### src/rtl/multi_counter.sv
// multi_counter: bus-mapped timer, NumCounters channels with prescaler, compare/match, auto-reload and IRQ.
// Latency: every accepted request returns rvalid with registered rdata/err exactly one cycle later.
// Backpressure: none, a request is accepted every cycle. Define MULTI_COUNTER_SNAPSHOT_EN for VALUE_HI shadows.
module multi_counter #(
    parameter int unsigned             DataWidth    = 32,
    parameter int unsigned             AddressWidth = 32,
    parameter int unsigned             NumCounters  = 4,
    parameter int unsigned             CounterWidth = 64,
    parameter logic [AddressWidth-1:0] BaseAddr     = 32'h40000
) (
    input  logic                     clk_i,
    input  logic                     rst_i,
    input  logic                     counter_req_i,
    input  logic [AddressWidth-1:0]  counter_addr_i,
    input  logic                     counter_we_i,
    input  logic [DataWidth/8-1:0]   counter_be_i,
    input  logic [DataWidth-1:0]     counter_wdata_i,
    output logic                     counter_rvalid_o,
    output logic [DataWidth-1:0]     counter_rdata_o,
    output logic                     counter_err_o,
    output logic [NumCounters-1:0]   irq_o
);

    // Word index of each register inside a channel's 0x20-byte window.
    localparam logic [2:0] OffCtrl   = 3'd0;
    localparam logic [2:0] OffPresc  = 3'd1;
    localparam logic [2:0] OffValLo  = 3'd2;
    localparam logic [2:0] OffValHi  = 3'd3;
    localparam logic [2:0] OffCmpLo  = 3'd4;
    localparam logic [2:0] OffCmpHi  = 3'd5;
    localparam logic [2:0] OffStatus = 3'd6;
    localparam logic [2:0] OffRsvd   = 3'd7;

    // Bytes covered by all channels; anything past this is a decode error.
    localparam logic [AddressWidth-1:0] Span = AddressWidth'(NumCounters * 32);

    // Counter state is held 64 bits wide; bits at or above CounterWidth are forced to 0.
    localparam logic [63:0] CntMask = (CounterWidth >= 64) ? {64{1'b1}}
                                                           : ((64'd1 << CounterWidth) - 64'd1);

    // Byte-enable merge of a 32-bit write into an existing word.
    function automatic logic [31:0] merge32(input logic [31:0] old_w,
                                            input logic [31:0] new_w,
                                            input logic [3:0]  be);
        logic [31:0] res;
        res = old_w;
        for (int b = 0; b < 4; b++) begin
            if (be[b]) begin
                res[8*b +: 8] = new_w[8*b +: 8];
            end
        end
        return res;
    endfunction

    // Per-channel architectural state.
    logic [2:0]             ctrl_q     [NumCounters];
    logic [2:0]             ctrl_d     [NumCounters];
    logic [15:0]            prescale_q [NumCounters];
    logic [15:0]            prescale_d [NumCounters];
    logic [15:0]            pre_q      [NumCounters];
    logic [15:0]            pre_d      [NumCounters];
    logic [63:0]            value_q    [NumCounters];
    logic [63:0]            value_d    [NumCounters];
    logic [63:0]            cmp_q      [NumCounters];
    logic [63:0]            cmp_d      [NumCounters];
    logic [NumCounters-1:0] match_q;
    logic [NumCounters-1:0] match_d;
`ifdef MULTI_COUNTER_SNAPSHOT_EN
    logic [31:0]            shadow_q   [NumCounters];
    logic [31:0]            shadow_d   [NumCounters];
`endif

    // Bus response registers.
    logic        rvalid_q, rvalid_d;
    logic        err_q, err_d;
    logic [31:0] rdata_q, rdata_d;

    // Decode results.
    logic [AddressWidth-1:0] rel_addr;
    logic                    in_range;
    logic [2:0]              ch_idx;
    logic [2:0]              word_off;
    logic                    addr_err;
    logic                    wr_ok;
    logic                    rd_ok;
    logic [31:0]             wdata;
    logic [3:0]              wbe;
    logic [31:0]             rd_word;

    assign wdata = counter_wdata_i;
    assign wbe   = counter_be_i;

    // Address decode: channel, register word and error classification.
    always_comb begin
        rel_addr = counter_addr_i - BaseAddr;
        in_range = (counter_addr_i >= BaseAddr) && (rel_addr < Span);
        ch_idx   = rel_addr[7:5];
        word_off = rel_addr[4:2];
        addr_err = !in_range || (counter_addr_i[1:0] != 2'b00) || (word_off == OffRsvd);
        wr_ok    = counter_req_i && counter_we_i && !addr_err;
        rd_ok    = counter_req_i && !counter_we_i && !addr_err;
    end

    // Channel next-state: prescaler, counting, compare and bus writes (bus writes to VALUE win over ticks).
    always_comb begin
        logic        sel;
        logic        tick;
        logic        hit;
        logic        val_wr;
        logic [63:0] val_inc;
        ctrl_d     = ctrl_q;
        prescale_d = prescale_q;
        pre_d      = pre_q;
        value_d    = value_q;
        cmp_d      = cmp_q;
        match_d    = match_q;
        for (int i = 0; i < NumCounters; i++) begin
            sel     = wr_ok && (ch_idx == 3'(i));
            tick    = ctrl_q[i][0] && (pre_q[i] == prescale_q[i]);
            val_wr  = sel && ((word_off == OffValLo) || (word_off == OffValHi));
            hit     = tick && !val_wr && (value_q[i] == cmp_q[i]);
            val_inc = (value_q[i] + 64'd1) & CntMask;

            // Prescaler advances only while enabled; a tick restarts it.
            if (ctrl_q[i][0]) begin
                pre_d[i] = tick ? 16'd0 : pre_q[i] + 16'd1;
            end

            // Counting with compare, auto-reload and natural wrap.
            if (tick) begin
                if (value_q[i] == cmp_q[i]) begin
                    value_d[i] = ctrl_q[i][1] ? 64'd0 : val_inc;
                end else begin
                    value_d[i] = val_inc;
                end
            end

            // Register writes from the bus.
            if (sel) begin
                case (word_off)
                    OffCtrl: begin
                        if (wbe[0]) begin
                            ctrl_d[i] = wdata[2:0];
                        end
                    end
                    OffPresc: begin
                        prescale_d[i] = merge32({16'd0, prescale_q[i]}, wdata, wbe) & 32'h0000_FFFF;
                        pre_d[i]      = 16'd0;
                    end
                    OffValLo: value_d[i] = {value_q[i][63:32],
                                            merge32(value_q[i][31:0], wdata, wbe)} & CntMask;
                    OffValHi: value_d[i] = {merge32(value_q[i][63:32], wdata, wbe),
                                            value_q[i][31:0]} & CntMask;
                    OffCmpLo: cmp_d[i]   = {cmp_q[i][63:32],
                                            merge32(cmp_q[i][31:0], wdata, wbe)} & CntMask;
                    OffCmpHi: cmp_d[i]   = {merge32(cmp_q[i][63:32], wdata, wbe),
                                            cmp_q[i][31:0]} & CntMask;
                    OffStatus: begin
                        if (wbe[0] && wdata[0]) begin
                            match_d[i] = 1'b0;
                        end
                    end
                    default: ;
                endcase
            end

            // A new match beats a simultaneous write-1-to-clear.
            if (hit) begin
                match_d[i] = 1'b1;
            end
        end
    end

    // Read mux for the addressed channel; a VALUE_LO read also captures the upper half when snapshots exist.
    always_comb begin
        rd_word = 32'd0;
`ifdef MULTI_COUNTER_SNAPSHOT_EN
        shadow_d = shadow_q;
`endif
        for (int i = 0; i < NumCounters; i++) begin
            if (ch_idx == 3'(i)) begin
                case (word_off)
                    OffCtrl:   rd_word = {29'd0, ctrl_q[i]};
                    OffPresc:  rd_word = {16'd0, prescale_q[i]};
                    OffValLo:  rd_word = value_q[i][31:0];
`ifdef MULTI_COUNTER_SNAPSHOT_EN
                    OffValHi:  rd_word = shadow_q[i];
`else
                    OffValHi:  rd_word = value_q[i][63:32];
`endif
                    OffCmpLo:  rd_word = cmp_q[i][31:0];
                    OffCmpHi:  rd_word = cmp_q[i][63:32];
                    OffStatus: rd_word = {31'd0, match_q[i]};
                    default:   rd_word = 32'd0;
                endcase
`ifdef MULTI_COUNTER_SNAPSHOT_EN
                if (rd_ok && (word_off == OffValLo)) begin
                    shadow_d[i] = value_q[i][63:32];
                end
`endif
            end
        end
    end

    // Response next-state: one-cycle rvalid, zero data on writes and errors, hold data when idle.
    always_comb begin
        rvalid_d = counter_req_i;
        err_d    = counter_req_i && addr_err;
        rdata_d  = rdata_q;
        if (counter_req_i) begin
            rdata_d = rd_ok ? rd_word : 32'd0;
        end
    end

    // State registers with synchronous reset.
    always_ff @(posedge clk_i) begin
        if (rst_i) begin
            for (int i = 0; i < NumCounters; i++) begin
                ctrl_q[i]     <= 3'd0;
                prescale_q[i] <= 16'd0;
                pre_q[i]      <= 16'd0;
                value_q[i]    <= 64'd0;
                cmp_q[i]      <= 64'd0;
`ifdef MULTI_COUNTER_SNAPSHOT_EN
                shadow_q[i]   <= 32'd0;
`endif
            end
            match_q  <= '0;
            rvalid_q <= 1'b0;
            err_q    <= 1'b0;
            rdata_q  <= 32'd0;
        end else begin
            for (int i = 0; i < NumCounters; i++) begin
                ctrl_q[i]     <= ctrl_d[i];
                prescale_q[i] <= prescale_d[i];
                pre_q[i]      <= pre_d[i];
                value_q[i]    <= value_d[i];
                cmp_q[i]      <= cmp_d[i];
`ifdef MULTI_COUNTER_SNAPSHOT_EN
                shadow_q[i]   <= shadow_d[i];
`endif
            end
            match_q  <= match_d;
            rvalid_q <= rvalid_d;
            err_q    <= err_d;
            rdata_q  <= rdata_d;
        end
    end

    // Interrupts are a direct AND of flopped MATCH and IRQ_EN.
    always_comb begin
        irq_o = '0;
        for (int i = 0; i < NumCounters; i++) begin
            irq_o[i] = match_q[i] & ctrl_q[i][2];
        end
    end

    assign counter_rvalid_o = rvalid_q;
    assign counter_err_o    = err_q;
    assign counter_rdata_o  = rdata_q;

endmodule

### config.mk
export PLATFORM = sky130hd
export DESIGN_NAME = multi_counter
export DESIGN_NICKNAME = d
export VERILOG_FILES = /design/src/rtl/multi_counter.sv
export SDC_FILE = /design/constraint.sdc
export NUM_CORES = 2
export LEC_CHECK = 0
export CORE_ASPECT_RATIO = 1.5
export CORE_UTILIZATION = 40
export CTS_CLUSTER_DIAMETER = 100
export CTS_CLUSTER_SIZE = 24
export DETAILED_ROUTE_END_ITERATION = 8
export MAX_ROUTING_LAYER = met4
export PLACE_DENSITY = 0.61
export SLEW_MARGIN = 0
export SYNTH_ARGS = -nofsm -noshare
export SYNTH_HDL_FRONTEND = slang
export SYNTH_SLANG_ARGS = --single-unit
### constraint.sdc
create_clock -name clk_i -period 2.9 [get_ports clk_i]
set_clock_uncertainty 0.1 [all_clocks]
set_input_delay 0.58 -clock clk_i [delete_from_list [all_inputs] [get_ports clk_i]]
set_output_delay 0.58 -clock clk_i [all_outputs]
set_load 0.005 [all_outputs]
==> impl_metrics.tcl <==
set metrics [dict create \
    regToRegEndpoint "value_q[255]$_SDFFE_PP0P_" \
    cp-startpoint "cmp_q[192]$_SDFFE_PP0P_" \
    clock_path_buffers 3 \
    drt-total-wl_um 302000 \
    start_kind "register" \
    layout_setup_ws_ps -21.97 \
    synth_mux_area_share_pct 3.112 \
    yosysTopAreaCell "dfxtp_1" \
    io_pins 110 \
    seq_area_frac_synth_pct 31.99 \
    via_count 56010 \
    dr.pass1.iters 9 \
    rows 147 \
    areaGrowthSynthToFinish_pct 35.67 \
    wl_per_cell_um 35.73 \
    syn_inst 5855 \
    die-area_mm2 0.1093 \
    clock_sinks 690 \
    ys_ff_latch 690 \
    yosys.area_share.simple_pct 28.05 \
    rr_worst_depth 10 \
    hp-class "in2reg" \
    die_x_um 270.3 \
    synth_commonest_cells "nand2_1, dfxtp_1, a21oi_1" \
    seqCellArea_mm2 0.01384 \
    crit_path_end_kind "register" \
    tns_ps -69.35 \
    slew_violations 0 \
    slew_headroom_pct 16.22 \
    synthArstFlopShare_pct 0 \
    fillers 10570 \
    drtIter0Drc 8774 \
    root_buffer "clkbuf_16" \
    synth_area_mm2 0.04318 \
    grt_overflow 0 \
    setup_violations 4 \
    vias_per_cell 6.627 \
    io_buffer_count 109 \
    cts_tree "yes" \
    leakagePower_nw 23.84 \
    synth_cell_type_count 106 \
    synth-edff-count 0 \
    cap_violations 0 \
    reg2reg_slack_ps -20 \
    antenna_found_initial 14 \
    yosysWarnings 0 \
    finalPower_mw 19.31 \
    final_nets 7084 \
    synthXorXnorAreaFrac_pct 8.844 \
    cts_made_buffers 39 \
    multi_input_area_mm2 0.02776 \
    syn_nets 5935 \
    htree_levels 2 \
    post-route-min-period_ps 2922 \
    violations "setup timing" \
    grt_pass1_wl_um 409800 \
    final_hold_viol_count 0 \
    die_y_um 404.4 \
    worst_pin_slew_ps 1257 \
    core_area_mm2 0.1070 \
    arrival_ps 3380 \
    power_density_mw_per_mm2 329.6 \
    period_share_pct 100.8 \
    grt_start_max_net_pins 103 \
    hpwlAfterDp_um 241600 \
    ir_drop_mv 0.5635 \
    crit_required_ps 3360 \
    route.detailed.drc 0 \
    start_util_pct 40.33 \
    synth-main-ff-cell "dfxtp_1" \
    grt_usage_pct 55.03 \
    crit_fanout 21 \
    synth_top_family_by_area "simple AND/OR/NAND/NOR gates" \
    clk_pin_slew_ps 110 \
    insertion_delay_ps 680 \
    fmax_mhz 342.2 \
    netlist.area_leader.share_pct 31.99 \
    drive_above_1_share_pct 25.01 \
    status "finished, violations left" \
    ant_nets 0 \
    hold_buffers 0 \
    synth_adder_area_share_pct 0.2318 \
    synth_area_leaders "dfxtp_1, nand2_1, a21oi_1" \
    synth.most_common_cell "nand2_1" \
    grt_pass1_vias 51730 \
    worstSetupPathType "reg2reg" \
    r2r-start "cmp_q[192]$_SDFFE_PP0P_" \
    avgSynthCellArea_um2 7.374 \
    cp-endpoint "value_q[255]$_SDFFE_PP0P_" \
    synth_compound_area_share_pct 22.72 \
    place_congestion 1.210 \
]
==> cell type report <==
| cell class | instances | share of cell area [%] |
|---|---|---|
| well taps | 1415 | 3.022 |
| repair buffers | 1581 | 23.29 |
| diodes | 16 | 0.06835 |
| inverters | 70 | 0.4507 |
| multi-input cells | 4622 | 47.39 |
| clock inverters | 17 | 0.4464 |
| clock buffers | 40 | 1.709 |
| flip-flops and latches | 690 | 23.62 |
==> metal layers <==
metal | up-vias | track usage, % | part of all wire (%)
met3 | 1431 | 13.20 | 11
met4 | 0 | 57.99 | 14
met2 | 4471 | 75.61 | 40
li1 | 23400 | - | -
met5 | - | - | 0
met1 | 26710 | 63.09 | 35
==> worst min path at each step <==
stage	start	end	slack (ps)	cells after the start
after floorplan	cmp_q[86]$_SDFFE_PP0P_	cmp_q[86]$_SDFFE_PP0P_	340	2
after global placement	cmp_q[97]$_SDFFE_PP0P_	cmp_q[97]$_SDFFE_PP0P_	360	2
after detailed placement	cmp_q[97]$_SDFFE_PP0P_	cmp_q[97]$_SDFFE_PP0P_	370	2
after CTS	rst_i	prescale_q[9]$_SDFFE_PP0P_	220	2
after global routing	rst_i	cmp_q[101]$_SDFFE_PP0P_	270	2
final	rst_i	prescale_q[9]$_SDFFE_PP0P_	260	2
==> placed cells by master (no fill, tap or decap), types with 68 or more instances in the layout <==
cell             instances
a211oi_1                80
a21oi_1                660
a221oi_1                91
a22oi_1                 97
and3_1                  68
buf_12                 118
buf_4                 1351
clkdlybuf4s50_1         99
dfxtp_1                672
inv_1                   68
mux2i_1                105
nand2_1               1048
nand3_1                239
nand4_1                140
nor2_1                 406
nor3_1                 145
nor4_1                 109
o21ai_0                177
xnor2_1                 70
xor2_1                 361
==> where the power goes <==
| group | internal, mW | switching [mW] | total (mW) |
|---|---|---|---|
| clock network | 2.89 | 4.06 | 6.95 |
| logic | 0.951 | 1.94 | 2.89 |
| registers | 9.47 | 0.000432 | 9.47 |
| total | 13.3 | 6.00 | 19.3 |
==> through the flow <==
step	cell area [um^2]	util, %	hold WS [ps]	instances	worst slack, ps
global route	58560	54.71	270.2	8446	-10.66
CTS	58010	54.19	219.5	8430	-0.3071
floorplan	43180	-	344.2	5855	116.6
finish	58580	54.72	257.4	8451	-21.97
detailed placement	56700	52.97	365.5	8372	-904.6
global placement	56700	52.97	356.9	8372	-922.9
==> flip-flops by register name (all words and copies together), names as in the netlist, 4 cells and up <==
name and count:
pre_q 64, ctrl_q 12, counter_rdata_o 32, cmp_q 256, value_q 256, match_q 4, prescale_q 64
==> worst max-delay path, stage by stage (launching register included) <==
cell and delay [ps]:
dfxtp_1 390, xor2_1 180, buf_4 170, nor4_1 370, nand4_1 310, nor4_4 400, buf_4 210, a31oi_2 130
buf_12 220, o221ai_1 140, o21ba_2 180
==> cells by family (layout without fill, tap and decap cells) <==
logic type,Yosys count,in the layout
xor gates and xnor gates,436,436
adders and majority gates,8,8
AOI/OAI and AO/OA,1532,1532
buffers and inverters,543,1708
and+or+nand+nor,2518,2518
muxes,128,128
other,0,16
DFF,690,690
==> timing repair <==
| item | CTS | global route |
|---|---|---|
| setup buffers | 1 | 5 |
| gates resized for setup | 8 | 114 |
| setup endpoints to repair | 90 | 338 |
| gates cloned | 0 | 0 |
| pin swaps | 1 | 16 |
Note: power is estimated with default switching activity, not from simulation.
